## src/rtl/sprite_jump_engine.sv

```systemverilog
// Sprite renderer with jump physics and a multi-frame run animation.
// Latency: pixel_on is 2 cycles after hor_reg/ver_reg, and rom_addr is 1 cycle after.
// Backpressure: none. The pipeline is free-running and always accepts the scan position.
//
// Ports:
//   clk, rst        pixel clock, synchronous active-low reset
//   game_run        1 = running, 0 = halt (physics and animation frozen, rendering continues)
//   jump_req        single-cycle jump request
//   frame_tick      one-cycle pulse at the start of vertical blanking; physics step
//   hor_reg/ver_reg current scan column/row
//   rom_data        1-bit sprite ROM output for the registered rom_addr
//   rom_addr        sprite ROM address, held while the scan is outside the sprite box
//   pixel_on        sprite pixel visible at the scan point from two cycles earlier
//   pos_*           sprite bounding box
//   airborne        sprite is rising or falling
// Build option: define DOUBLE_JUMP_EN to allow one extra jump per airborne period.
module sprite_jump_engine #(
    parameter int SPR_W      = 32,
    parameter int SPR_H      = 72,
    parameter int FRAMES     = 2,
    parameter int X_POS      = 100,
    parameter int GROUND_Y   = 480,
    parameter int JUMP_V0    = 20,
    parameter int GRAVITY    = 1,
    parameter int ANIM_TICKS = 6,
    parameter int ADDR_W     = 13
) (
    input  logic              clk,
    input  logic              rst,
    input  logic              game_run,
    input  logic              jump_req,
    input  logic              frame_tick,
    input  logic [10:0]       hor_reg,
    input  logic [9:0]        ver_reg,
    input  logic              rom_data,
    output logic [ADDR_W-1:0] rom_addr,
    output logic              pixel_on,
    output logic [12:0]       pos_x_from,
    output logic [12:0]       pos_x_to,
    output logic [12:0]       pos_y_from,
    output logic [12:0]       pos_y_to,
    output logic              airborne
);

    localparam int FRAME_SZ = SPR_W * SPR_H;
    localparam int AFW = (FRAMES > 1) ? $clog2(FRAMES) : 1;
    localparam int ACW = (ANIM_TICKS > 1) ? $clog2(ANIM_TICKS) : 1;

    typedef enum logic [1:0] {GROUND, RISE, FALL} state_t;

    state_t             state, state_n;
    logic [12:0]        height, height_n;
    logic signed [12:0] vel, vel_n;
    logic [AFW-1:0]     anim_frame, anim_frame_n;
    logic [ACW-1:0]     anim_cnt, anim_cnt_n;
`ifdef DOUBLE_JUMP_EN
    logic               dj_used, dj_used_n;
`endif

    // One extra bit of headroom so that height+vel cannot wrap before the landing test.
    logic signed [13:0] h_sum;
    logic signed [13:0] v_dec;

    always_ff @(posedge clk) begin
        if (!rst) begin
            state      <= GROUND;
            height     <= '0;
            vel        <= '0;
            anim_frame <= '0;
            anim_cnt   <= '0;
`ifdef DOUBLE_JUMP_EN
            dj_used    <= 1'b0;
`endif
        end else begin
            state      <= state_n;
            height     <= height_n;
            vel        <= vel_n;
            anim_frame <= anim_frame_n;
            anim_cnt   <= anim_cnt_n;
`ifdef DOUBLE_JUMP_EN
            dj_used    <= dj_used_n;
`endif
        end
    end

    always_comb begin
        state_n      = state;
        height_n     = height;
        vel_n        = vel;
        anim_frame_n = anim_frame;
        anim_cnt_n   = anim_cnt;
`ifdef DOUBLE_JUMP_EN
        dj_used_n    = dj_used;
`endif
        h_sum = $signed({1'b0, height}) + $signed({vel[12], vel});
        v_dec = $signed({vel[12], vel}) - $signed(14'(GRAVITY));

        case (state)
            GROUND: begin
                if (game_run) begin
                    if (jump_req) begin
                        // A coincident frame_tick only starts the jump; the first
                        // physics step waits for the next tick.
                        state_n      = RISE;
                        vel_n        = 13'(JUMP_V0);
                        anim_frame_n = '0;
                        anim_cnt_n   = '0;
                    end else if (frame_tick) begin
                        if (anim_cnt == ACW'(ANIM_TICKS - 1)) begin
                            anim_cnt_n   = '0;
                            anim_frame_n = (anim_frame == AFW'(FRAMES - 1)) ?
                                           '0 : anim_frame + AFW'(1);
                        end else begin
                            anim_cnt_n = anim_cnt + ACW'(1);
                        end
                    end
                end
            end
            default: begin
                if (game_run) begin
`ifdef DOUBLE_JUMP_EN
                    if (jump_req && !dj_used) begin
                        vel_n     = 13'(JUMP_V0);
                        state_n   = RISE;
                        dj_used_n = 1'b1;
                    end else
`endif
                    if (frame_tick) begin
                        if (h_sum <= 14'sd0) begin
                            height_n = '0;
                            vel_n    = '0;
                            state_n  = GROUND;
`ifdef DOUBLE_JUMP_EN
                            dj_used_n = 1'b0;
`endif
                        end else begin
                            height_n = h_sum[12:0];
                            vel_n    = v_dec[12:0];
                            state_n  = (v_dec > 14'sd0) ? RISE : FALL;
                        end
                    end
                end
            end
        endcase
    end

    assign airborne   = (state == RISE) || (state == FALL);
    assign pos_x_from = 13'(X_POS);
    assign pos_x_to   = 13'(X_POS + SPR_W - 1);
    assign pos_y_from = 13'(GROUND_Y) - height;
    assign pos_y_to   = pos_y_from + 13'(SPR_H - 1);

    // Rendering: stage 1 forms the ROM address, and stage 2 gates the ROM bit with the box flag.
    logic [12:0]       hor_ext, ver_ext, row_off, col_off;
    logic              in_box, d1_in_box;
    logic [ADDR_W-1:0] addr_calc;

    assign hor_ext = {2'b00, hor_reg};
    assign ver_ext = {3'b000, ver_reg};
    assign in_box  = (hor_ext >= pos_x_from) && (hor_ext <= pos_x_to) &&
                     (ver_ext >= pos_y_from) && (ver_ext <= pos_y_to);
    assign row_off = ver_ext - pos_y_from;
    assign col_off = hor_ext - pos_x_from;
    assign addr_calc = ADDR_W'(anim_frame) * ADDR_W'(FRAME_SZ) +
                       ADDR_W'(row_off) * ADDR_W'(SPR_W) + ADDR_W'(col_off);

    always_ff @(posedge clk) begin
        if (!rst) begin
            rom_addr  <= '0;
            d1_in_box <= 1'b0;
            pixel_on  <= 1'b0;
        end else begin
            if (in_box) begin
                rom_addr <= addr_calc;
            end
            d1_in_box <= in_box;
            pixel_on  <= d1_in_box & rom_data;
        end
    end

endmodule

```

## config.mk

```make
export PLATFORM = sky130hd
export DESIGN_NAME = sprite_jump_engine
export DESIGN_NICKNAME = d
export VERILOG_FILES = /design/src/rtl/sprite_jump_engine.sv
export SDC_FILE = /design/constraint.sdc
export NUM_CORES = 1
export LEC_CHECK = 0
export CAP_MARGIN = 5
export CORE_UTILIZATION = 53
export CTS_CLUSTER_DIAMETER = 200
export DETAILED_ROUTE_END_ITERATION = 10
export PLACE_DENSITY = 0.82
export SLEW_MARGIN = 20
export SYNTH_ARGS = -nofsm -noshare
export SYNTH_HDL_FRONTEND = slang
export SYNTH_SLANG_ARGS = --single-unit
```

## constraint.sdc

```tcl
create_clock -name clk -period 4 [get_ports clk]
set_input_delay 0.8 -clock clk [delete_from_list [all_inputs] [get_ports clk]]
set_output_delay 0.8 -clock clk [all_outputs]
set_load 0.01 [all_outputs]
```

# Word-level counts from Yosys, hierarchy flattened
# Index checks and enable logic that the tools add are counted.
totals:
  register_bits: 47
  latchBits: 0
  ramBits: 0
  rom_bits: 0
  n_memories: 0
op_classes:
  n_addsub: 10
  multipliers: 1
  div: 0
  magnitude_cmp: 6
  n_eq_ne: 4
  n_shift: 0
  muxes: 21
  bitwise_logic: 2
  n_reduce_logical: 12
ops:
  columns: ["operator", "n"]
  rows:
  - ["two-way mux 13 bit", 7]
  - ["adder 13 bit", 2]
  - ["adder 14 x 13 -> 14 bit", 1]
  - ["greater-than comparator 14 x 1 -> 1 bit, second input constant", 1]
  - ["less-or-equal comparator 14 x 1 -> 1 bit, second input constant", 1]
  - ["two-way mux 2 bit", 7]
  - ["subtractor 13 x 2 -> 14 bit, second input constant", 1]
  - ["adder 13 x 7 -> 13 bit, second input constant", 1]
  - ["greater-or-equal comparator 10 x 13 -> 1 bit", 1]
  - ["less-or-equal comparator 10 x 13 -> 1 bit", 1]
  - ["subtractor 9 x 13 -> 13 bit, first input constant", 1]
  - ["subtractor 11 x 7 -> 12 bit, second input constant", 1]
  - ["greater-or-equal comparator 11 x 7 -> 1 bit, second input constant", 1]
  - ["less-or-equal comparator 11 x 8 -> 1 bit, second input constant", 1]
  - ["two-way mux 3 bit", 3]
  - ["AND reduction 3 bit", 3]
  - ["subtractor 8 bit", 1]
  - ["nonzero test 2 bit", 3]
  - ["multiplier 1 x 4 -> 5 bit, second input constant", 1]
  - ["two-way mux 1 bit", 4]
  - ["AND reduction 4 bit", 1]
  - ["adder 3 x 1 -> 3 bit, second input constant", 1]
  - ["== test 3 bit, second input constant", 1]
  - ["logical AND 1 bit", 3]
  - ["8 further kinds", 8]

# Depth between registers and ports, before layout
# Gate-level depths: netlist of the first run.
depth:
  ltp_word: 7
  depth_mapped: 20

# Worst setup path after synthesis of the first run
# OpenSTA, ideal clock, no wires.
synth_timing:
  path_type: "register to register"
  start: "register height[0]"
  end: "register rom_addr[12]"
  t_arrival_ps: 3819
  setup_slack_ps: 65
  stages_incl_launch_ff: 21
  n_path_buf: 0
  path_cell_list: "dfxtp_1 -> inv_1 -> ha_1 -> xnor2_1 -> inv_1 -> ha_1 -> nor2b_1 -> o21ai_0 -> nand2b_1 -> a21o_1 -> a21oi_1 -> xor2_1 -> fa_1 -> inv_1 -> ha_1 -> a21oi_1 -> o21ai_0 -> xnor2_1 -> xnor2_1 -> mux2i_1 -> nor2b_1"
synth_via:
  elab_chain_cells: 4
synth_lines:
  columns: ["item", "line", "text"]
  rows:
  - ["start, declared", "52", "logic [12:0] height, height_n;"]
  - ["start signal, assigned", "76", "height <= height_n;"]
  - ["subtractor 9 x 13 -> 13 bit", "150", "assign pos_y_from = 13'(GROUND_Y) - height;"]
  - ["adder 13 x 7 -> 13 bit", "151", "assign pos_y_to = pos_y_from + 13'(SPR_H - 1);"]
  - ["via pos_y_to[0]", "41", "output logic [12:0] pos_y_to,"]
  - ["less-or-equal comparator 10 x 13 -> 1 bit", "161", "(ver_ext >= pos_y_from) && (ver_ext <= pos_y_to);"]
  - ["logical AND 1 bit", "161", null]
  - ["end signal, assigned", "174", "rom_addr <= addr_calc;"]
  - ["end, declared", "36", "output logic [ADDR_W-1:0] rom_addr,"]
# The timed path passes the listed nets, and every way through them passes these cells.
# A chain may end at the register's enable or synchronous reset.

# Worst setup path after layout of the first run
layout_timing:
  start: "input port ver_reg[1]"
  end: "register rom_addr[12]"
layout_via:
  elab_chain_cells: 3
layout_lines:
  columns: ["item", "line", "text"]
  rows:
  - ["start, declared", "34", "input logic [9:0] ver_reg,"]
  - ["subtractor 8 bit / greater-or-equal comparator 10 x 13 -> 1 bit (equally long branches)", "162, 161", null]
  - ["adder 13 bit / logical AND 1 bit (equally long branches)", "164, 160", null]
  - ["adder 13 bit / logical AND 1 bit (equally long branches)", "165, 161", null]
# Parallel ways exist; a longest one is shown, timed or not.

==> results of run 1 <==
[power breakdown]
group / internal (mW) / switching [mW] / leakage [nW]
logic: 0.244 / 0.297 / 2.11
clock network: 0.123 / 0.168 / 0.0422
registers: 0.481 / 0.0211 / 0.381
total: 0.848 / 0.485 / 2.54
[final cells by class]
cell class / instances / area, um^2 / area share [%]
multi-input combinational: 449 / 3360 / 59.6
timing repair buffer: 106 / 983 / 17.4
sequential: 47 / 943 / 16.7
inverter: 37 / 139 / 2.46
tap: 105 / 131 / 2.33
clock buffer: 7 / 76.3 / 1.35
clock inverter: 1 / 5.00 / 0.0888
[cell usage in the layout, fill, tap and decap left out, types with 10 or more instances in the layout]
cell,count
clkdlybuf4s50_1,64
xnor2_1,37
ha_1,47
nor3_1,11
inv_1,35
a21oi_1,26
xor2_1,14
conb_1,26
a21o_1,13
a31oi_1,10
dfxtp_1,45
nand2_1,41
nor2b_1,21
nor2_1,29
mux2i_1,12
buf_4,38
o21ai_0,22
nand3_1,15
[stage by stage]
| step | hold slack (ps) | util [%] | TNS [ps] |
|---|---|---|---|
| after CTS | 462 | 66.4 | 0 |
| after detailed placement | 445 | 65.1 | -878 |
| after global placement | 444 | 65.1 | -219 |
| after floorplan | 425 | - | 0 |
| final | 464 | 67.9 | 0 |
| after global routing | 483 | 67.9 | -128 |
[sequential cells by signal (all words and copies together) (netlist names)]
register,flops
vel,13
d1_in_box,1
rom_addr,13
anim_frame,1
state,2
pixel_on,1
height,13
anim_cnt,3
[metal layers]
layer	wire length, um	vias to the layer above	GRT usage, %
met5	0	-	0
met4	268	0	6.94
met3	657	24	3.91
met2	6180	159	50.2
met1	4880	2031	30.3
li1	-	2099	-
[kinds of logic (layout without fill, tap and decap cells)]
group / Yosys count / after routing / synth area share (%)
and+or+nand+nor: 165 / 165 / 18.9
AOI/OAI and AO/OA: 134 / 134 / 20.6
buffers and inverters: 82 / 151 / 10.4
adders and majority gates: 56 / 56 / 16.0
xor gates and xnor gates: 56 / 56 / 10.8
DFF: 47 / 47 / 20.4
muxes: 12 / 12 / 2.61
other: 2 / 26 / 0.163
[worst register-to-register path: cells and delay by family (launching register included)]
kind / cells / cell delay, ps
buf+inv: 3 / 280
mux: 1 / 180
flops: 1 / 380
xor+xnor: 4 / 590
fa+ha+maj: 4 / 1350
compound gates: 5 / 710
simple gates: 3 / 300
[final timing paths]
kind                                from                         to  slack, ps  cells after the start
setup / recovery              ver_reg[1]  rom_addr[12]$_SDFFE_PN0P_         60                     17
hold / removal      d1_in_box$_SDFF_PN0_        pixel_on$_SDFF_PN0_        460                      1
setup reg to reg  height[0]$_SDFFE_PN0P_  rom_addr[12]$_SDFFE_PN0P_        100                     20
hold reg to reg     d1_in_box$_SDFF_PN0_        pixel_on$_SDFF_PN0_        460                      1
[repair_timing]
item	in CTS	in global routing
setup buffers	2	5
gates resized for setup	4	22
pin swaps	1	14
setup endpoints to repair	4	18
==> reports/results.txt, run 1 <==
Layout area overhead -> 22.5%
Post-Place Worst Slack -> -409 ps
number of global-route vias before repair -> 4177
pin count of the biggest net entering global routing -> 32
Crit Path Class -> input port to register
fin cells -> 752
crit-path cells -> clkdlybuf4s50_1 -> buf_4 -> ha_1 -> nor2b_1 -> o21ai_2 -> nand2_1 -> xor2_2 -> fa_1 -> ha_4 -> a21oi_2 -> nor2_1 -> nor2_1 -> o21ai_1 -> xnor2_1 -> xnor2_1 -> mux2i_1 -> nor2b_1
starting density of the core -> 55.5%
routed vias/inst -> 5.74
final setup margin -> 57.4 ps
TritonCTS clock tree -> yes
Lkg Pwr -> 2.54 nW
fmax -> 254 MHz
diode count -> 0
DIE HEIGHT -> 95.2 um
placed cell count -> 737
Worst Setup End Kind -> register
arrival time worst endpoint -> 4140 ps
Period minus WS final -> 3940 ps
Worst Tran Pin Value -> 917 ps
FF+latch count, synth -> 47
worst-path maximum fanout -> 3
fin crit share -> 98.6%
Die ar. -> 9060 um^2
DR pass1 iterations -> 5
Post-Route WL -> 12000 um
Clock Skews -> 6.09 ps
number of remaining DRC errors -> 0
cell accounting for the most synthesized area -> dfxtp_1
global-route wire length before repair -> 18800 um
via count -> 4313
gpl congestion -> 0.963
TritonCTS Buffers -> 5
slowest stage cell, crit path -> fa_1
largest delay contributor family on the critical path -> adder cells
Die W -> 95.2 um
core area -> 8300 um^2
Syn Std Cell Area -> 4600 um^2
Netlist cell types -> 70
post-route cell area -> 5640 um^2
Synth Area per Inst -> 8.31 um^2
All-Layer GR Usage -> 26.4%
slowest stage delay, CP -> 490 ps
insertion delay to the later sink of the worst-skew pair -> 300 ps
dominant synthesized flop cell -> dfxtp_1
clk slew on worst S/H paths -> 90 ps
Slew HR -> 38.4%
Post-synth top cells -> ha_1 (51), dfxtp_1 (47), nand2_1 (41)
Root Buffer -> clkbuf_8
pwr/cell area -> 237 nW/um^2
Design Power -> 1.33 mW
cell area after placement -> 5410 um^2
First DRT Iteration DRCs -> 186
clk buf depth -> 2
Placement Rows -> 33
top post-synthesis cells by area -> dfxtp_1 (20%), ha_1 (14%), xnor2_1 (7.2%)
post-layout net count -> 729
ys async rst share -> 0%
worst hold path type -> register to register
global route overflow -> 0
# fillers -> 646
sequential element share of the synthesized area -> 20.4%
most common cell in the netlist -> ha_1
Max VDD drop -> 0.181 mV
hpwl dp -> 9290 um
Hold Buf Count CTS -> 0
CP bufs+invs -> 2
Setup violations, final -> 0
yosys synthesis warning count -> 0
layout cell share with drive strength beyond 1 -> 12.1%
share of the synthesized area in the top cell type -> 20.4%
status -> finished, final reports clean
H-tree levels -> 2
remaining antenna violation count after routing -> 0
CP Launch Type -> input port
Cells after Synth -> 554
fin. max-slew vios -> 0
num ports -> 94
CTS Sinks -> 47
EDFF count, synth -> 0
critical path data required time -> 4200 ps
Buffers on Ports -> 67
final hold vios -> 0
antenna violations before repair -> 0
Max-cap violations -> 0
WL per Instance -> 15.9 um
No activity file was read; power rests on OpenSTA's default activity.
==> run 2: changes to the inputs <==
--- a/config.mk
+++ b/config.mk
@@ -10,5 +10,5 @@
 export CTS_CLUSTER_DIAMETER = 200
 export DETAILED_ROUTE_END_ITERATION = 10
-export PLACE_DENSITY = 0.82
+export PLACE_DENSITY = 0.9
 export SLEW_MARGIN = 20
 export SYNTH_ARGS = -nofsm -noshare
==> constraint.sdc (replaced) <==
create_clock -name clk -period 4 [get_ports clk]
set_input_delay 0.8 -clock clk [delete_from_list [all_inputs] [get_ports clk]]
set_output_delay 0.8 -clock clk [all_outputs]
set_load 0.02 [all_outputs]
==> run 2 against run 1 <==
Compared with the run above: total power grew 4.6%; sequential power barely moved; largest cell class unchanged; critical endpoint unchanged; critical path type unchanged; utilization fell by 1.0 points.
==> reports/results.txt, run 2 (synthesized netlist as in run 1, its figures left out) <==
post-route cell area -> 5550 um^2 (-1.5%)
Max-cap violations -> 0 (unchanged)
R2R setup slack -> 200 ps (+100 ps)
Comb pwr share -> 37.8% (-2.7 points)
multi-input logic area -> 3350 um^2 (-0.41%)
Worst R2R Path Depth -> 18 (-10%)
worst hold path type -> register to register
minimum hold slack -> 472 ps (+7.46 ps)
CTS Sinks -> 47 (unchanged)
number of remaining DRC errors -> 0 (unchanged)
Post-Place Worst Slack -> -363 ps (+46.0 ps)
Slew HR -> 36.4% (-2.0 points)
arrival time worst endpoint -> 4110 ps (-30 ps)
WL per Instance -> 15.5 um (-2.6%)
pin count of the biggest net entering global routing -> 32 (unchanged)
Sequential Power Share -> 36.1% (-1.6 points)
num ports -> 94 (unchanged)
post-layout net count -> 716 (-1.8%)
launch point of the worst reg-to-reg path -> height[1]$_SDFFE_PN0P_
TritonCTS Buffers -> 5 (unchanged)
antenna violations before repair -> 0 (unchanged)
cell area after placement -> 5380 um^2 (-0.56%)
First DRT Iteration DRCs -> 193 (+3.8%)
core area -> 8300 um^2 (unchanged)
worst-path maximum fanout -> 2 (-1)
number of global-route vias before repair -> 4124 (-1.3%)
clock share of power -> 26.1% (+4.3 points)
Hold Buf Count CTS -> 0 (unchanged)
clk buf depth -> 2 (unchanged)
H-tree levels -> 2 (unchanged)
# fillers -> 654 (+1.2%)
hpwl dp -> 9140 um (-1.6%)
switching share of total power -> 35.7% (-0.73 points)
routed vias/inst -> 5.83 (+1.6%)
Worst Tran Pin Value -> 946 ps (+29.1 ps)
Largest regs -> height x13, rom_addr x13, vel x13
status -> finished, final reports clean
starting density of the core -> 55.5% (unchanged)
Sw Pwr -> 497 uW (+2.5%)
Clock Skews -> 3.66 ps (-2.43 ps)
pwr/cell area -> 251 nW/um^2 (+6.2%)
Placement Rows -> 33 (unchanged)
WHS Path Cells -> 1 (unchanged)
RSZ-0062 raised after global routing -> yes
setup TNS -> 0 ps (unchanged)
fmax -> 256 MHz (+1.1%)
min-delay src -> d1_in_box$_SDFF_PN0_
fin cells -> 739 (-1.7%)
remaining antenna violation count after routing -> 0 (unchanged)
Worst Setup End Kind -> register
post-layout utilization of the core -> 66.9% (-1.0 points)
R2R Path End -> rom_addr[12]$_SDFFE_PN0P_
Max VDD drop -> 0.219 mV (+21%)
All-Layer GR Usage -> 26.5% (+0.12 points)
Root Buffer -> clkbuf_8
Period minus WS final -> 3900 ps (-43.2 ps)
fin. max-slew vios -> 0 (unchanged)
DIE HEIGHT -> 95.2 um (unchanged)
commonest cells after routing, fill and taps aside -> clkdlybuf4s50_1 (65), ha_1 (49), dfxtp_1 (45), nand2_1 (41), inv_1 (36)
Post-Route WL -> 11500 um (-4.3%)
Hold Path Sink -> pixel_on$_SDFF_PN0_
final hold vios -> 0 (unchanged)
commonest non-fill, non-tap cell in the layout -> clkdlybuf4s50_1
global route overflow -> 0 (unchanged)
Buffers on Ports -> 67 (unchanged)
final setup margin -> 101 ps (+43.2 ps)
critical path data required time -> 4210 ps (about the same)
gpl congestion -> 0.949 (-1.5%)
Die ar. -> 9060 um^2 (unchanged)
via count -> 4308 (-0.12%)
Design Power -> 1.39 mW (+4.6%)
Die W -> 95.2 um (unchanged)
Layout area overhead -> 20.7%
placed cell count -> 731 (-0.81%)
diode count -> 0 (unchanged)
Setup violations, final -> 0 (unchanged)
Lkg Pwr -> 2.49 nW (-1.8%)
insertion delay to the later sink of the worst-skew pair -> 310 ps (about the same)
FF+latch area -> 946 um^2 (+0.27%)
Crit Path Class -> input port to register
clk slew on worst S/H paths -> 90 ps (about the same)
crit path from -> ver_reg[0]
fin crit share -> 97.5% (-1.1 points)
layout cell share with drive strength beyond 1 -> 10.3% (-1.8 points)
CP Launch Type -> input port
global-route wire length before repair -> 19000 um (+0.73%)
DR pass1 iterations -> 5 (unchanged)
P_int -> 898 uW (+5.8%)
TritonCTS clock tree -> yes
==> run 2: layer usage <==
layer	wire, um	part of all wire (%)	vias up	track usage, %
met5	0	0	-	0
met4	444	3.9	0	10.9
met3	772	6.7	45	4.15
met2	5600	49	171	47.9
met1	4660	41	2024	30.9
li1	-	-	2068	-
==> run 2: how the worst max path moves through the flow <==
| stage | end | slack [ps] |
|---|---|---|
| after floorplan | rom_addr[12]$_SDFFE_PN0P_ | 20 |
| after global placement | rom_addr[12]$_SDFFE_PN0P_ | -180 |
| after detailed placement | rom_addr[12]$_SDFFE_PN0P_ | -360 |
| after CTS | rom_addr[12]$_SDFFE_PN0P_ | 10 |
| after global routing | rom_addr[12]$_SDFFE_PN0P_ | -70 |
| final | rom_addr[12]$_SDFFE_PN0P_ | 100 |
==> run 2: power groups by stage <==
stage	clock network (mW)	registers (mW)	logic (mW)
after floorplan	0	0.507	0.382
after global placement	0	0.513	0.484
after detailed placement	0	0.515	0.506
after CTS	0.367	0.504	0.512
after global routing	0.386	0.506	0.585
final	0.365	0.504	0.527
==> run 2: layout make-up <==
type,instances,area share (%)
tap,105,2.37
multi-input combinational,449,60.2
sequential,47,17.0
clock buffer,5,1.24
clock inverter,3,0.788
timing repair buffer,93,15.8
inverter,37,2.50
==> run 2: what timing repair did <==
action | in CTS | in global routing
endpoints found under the setup margin | 5 | 11
pin swaps | 3 | 0
setup buffers | 0 | 0
gates resized for setup | 7 | 12
==> run 2: worst max-delay path: stages <==
cell and delay, ps:
clkdlybuf4s50_1 450, inv_1 50, ha_1 240, fa_2 570, inv_1 50, ha_1 290
ha_1 220, fa_1 390, a21oi_1 200, nor2_1 70, nor2_1 150, o21ai_1 110
xnor2_1 140, xnor2_1 140, mux2i_1 180, nor2b_1 60
==> edit: new RTL, flow settings as in run 2 <==
Encoding of `state_t`: now one-hot (3 bits for 3 states).
--- a/src/rtl/sprite_jump_engine.sv
+++ b/src/rtl/sprite_jump_engine.sv
@@ -47,5 +47,5 @@
     localparam int ACW = (ANIM_TICKS > 1) ? $clog2(ANIM_TICKS) : 1;
 
-    typedef enum logic [1:0] {GROUND, RISE, FALL} state_t;
+    typedef enum logic [2:0] {GROUND = 3'b001, RISE = 3'b010, FALL = 3'b100} state_t;
 
     state_t             state, state_n;
Check against the original RTL: no difference found for any inputs over 10 cycles, from zero or initial values and one cycle with rst low; not proved beyond that.
==> edit against run 2 <==
- setup slack barely moved
- routed wire length grew 1.5%
- final cell count rose by 2.6%
- area after synthesis fell by 3.5%
- non-clock buffer count is 6 higher
- sequential cell count is 1 higher
- sequential share of layout area rose by 0.44 points
- cell area is 0.43% lower
- critical path type is now reg -> out
Power is not compared: it rests on default switching activity, and its combinational part moved more than twofold at a synthesized area within 25%.
==> edit: results (changes against run 2) <==
stage,metric,value,unit,change
synthesis,portion of netlist area occupied by mux cells,2.70,%,was 2.61%
critical_path,arrival time of the worst setup path,3.10,ns,was 4.11 ns
critical_path,"reg-to-reg slack, setup",0.18,ns,was 0.20 ns
final_layout,combined area of the multi-input logic cells,3260,um^2,was 3350 um^2
synthesis,largest cells by area after synthesis,"dfxtp_1 (22%), ha_1 (14%), xnor2_1 (7.1%), nor2_1 (4.8%), buf_4 (4.7%)",,"was dfxtp_1 (20%), ha_1 (14%), xnor2_1 (7.2%), buf_4 (4.6%), nand2_1 (3.3%)"
final_layout,number of ordinary and repair buffers in the finished layout,99,,was 93
status,result of the run,"finished, final reports clean",,unchanged
critical_path,end point of the critical path,pos_y_to[10],,was rom_addr[12]$_SDFFE_PN0P_
final_layout,Multi-input comb cells,466,,was 449
clock_tree,Resize count post-CTS,4,,was 7
sta,worst clock skew on the final layout,0.0165,ns,was 0.00366 ns
grt,via count of the first global-routing pass,4035,,was 4124
final_layout,net count of the finished layout,734,,was 716
routing,Post-Route WL,11.6,mm,was 11.5 mm
routing,number of detailed-route iterations in the first pass,4,,was 5
final_layout,Layout Cell Area excl Fill,5530,um^2,was 5550 um^2
final_layout,count of inverters not on the clock network in the layout,32,,was 37
placement,final HPWL from detailed placement,8.95,mm,was 9.14 mm
final_layout,number of sequential storage elements,48,,was 47
synthesis,adder-cell area share of the yosys netlist,16.3,%,was 16.0%
critical_path,depth of the worst register-to-register path,14,,was 18
routing,count of routing violations after the opening detailed-route iteration,206,,was 193
final_layout,share of layout cells above drive strength 1,10.6,%,was 10.3%
grt,wire length of the first global-routing pass,18.6,mm,was 19.0 mm
placement,worst setup slack after placement,-0.279,ns,was -0.363 ns
synthesis,xor/xnor cell area share of the yosys netlist,11.6,%,was 10.8%
final_layout,fraction of area in clock buffers and inverters,2.49,%,was 2.03%
synthesis,Syn Inst Count,561,,was 554
edit: power by group through the flow:
| stage | registers [mW] | clock network [mW] | logic (mW) |
|---|---|---|---|
| floorplan | 0.561 | 0 | 0.763 |
| global placement | 0.577 | 0 | 1.01 |
| detailed placement | 0.581 | 0 | 1.05 |
| CTS | 0.571 | 0.437 | 1.06 |
| global route | 0.579 | 0.456 | 1.22 |
| finish | 0.572 | 0.436 | 1.11 |
edit: worst max-delay path, cell delays in order, from the launching register on:
cell and delay, ns:
dfxtp_4 0.37, or4b_2 0.67, a21oi_1 0.26, o21ai_0 0.21, a21oi_2 0.22, and3_4 0.27
xor2_1 0.16, clkdlybuf4s50_1 0.62
edit: per-layer routing:
metal | track usage [%] | vias up | share of wire, %
met3 | 3.09 | 39 | 4.8
met1 | 31.5 | 1968 | 42
met2 | 48.3 | 153 | 50
li1 | - | 2103 | -
met4 | 11.9 | 0 | 3.4
met5 | 0 | - | 0
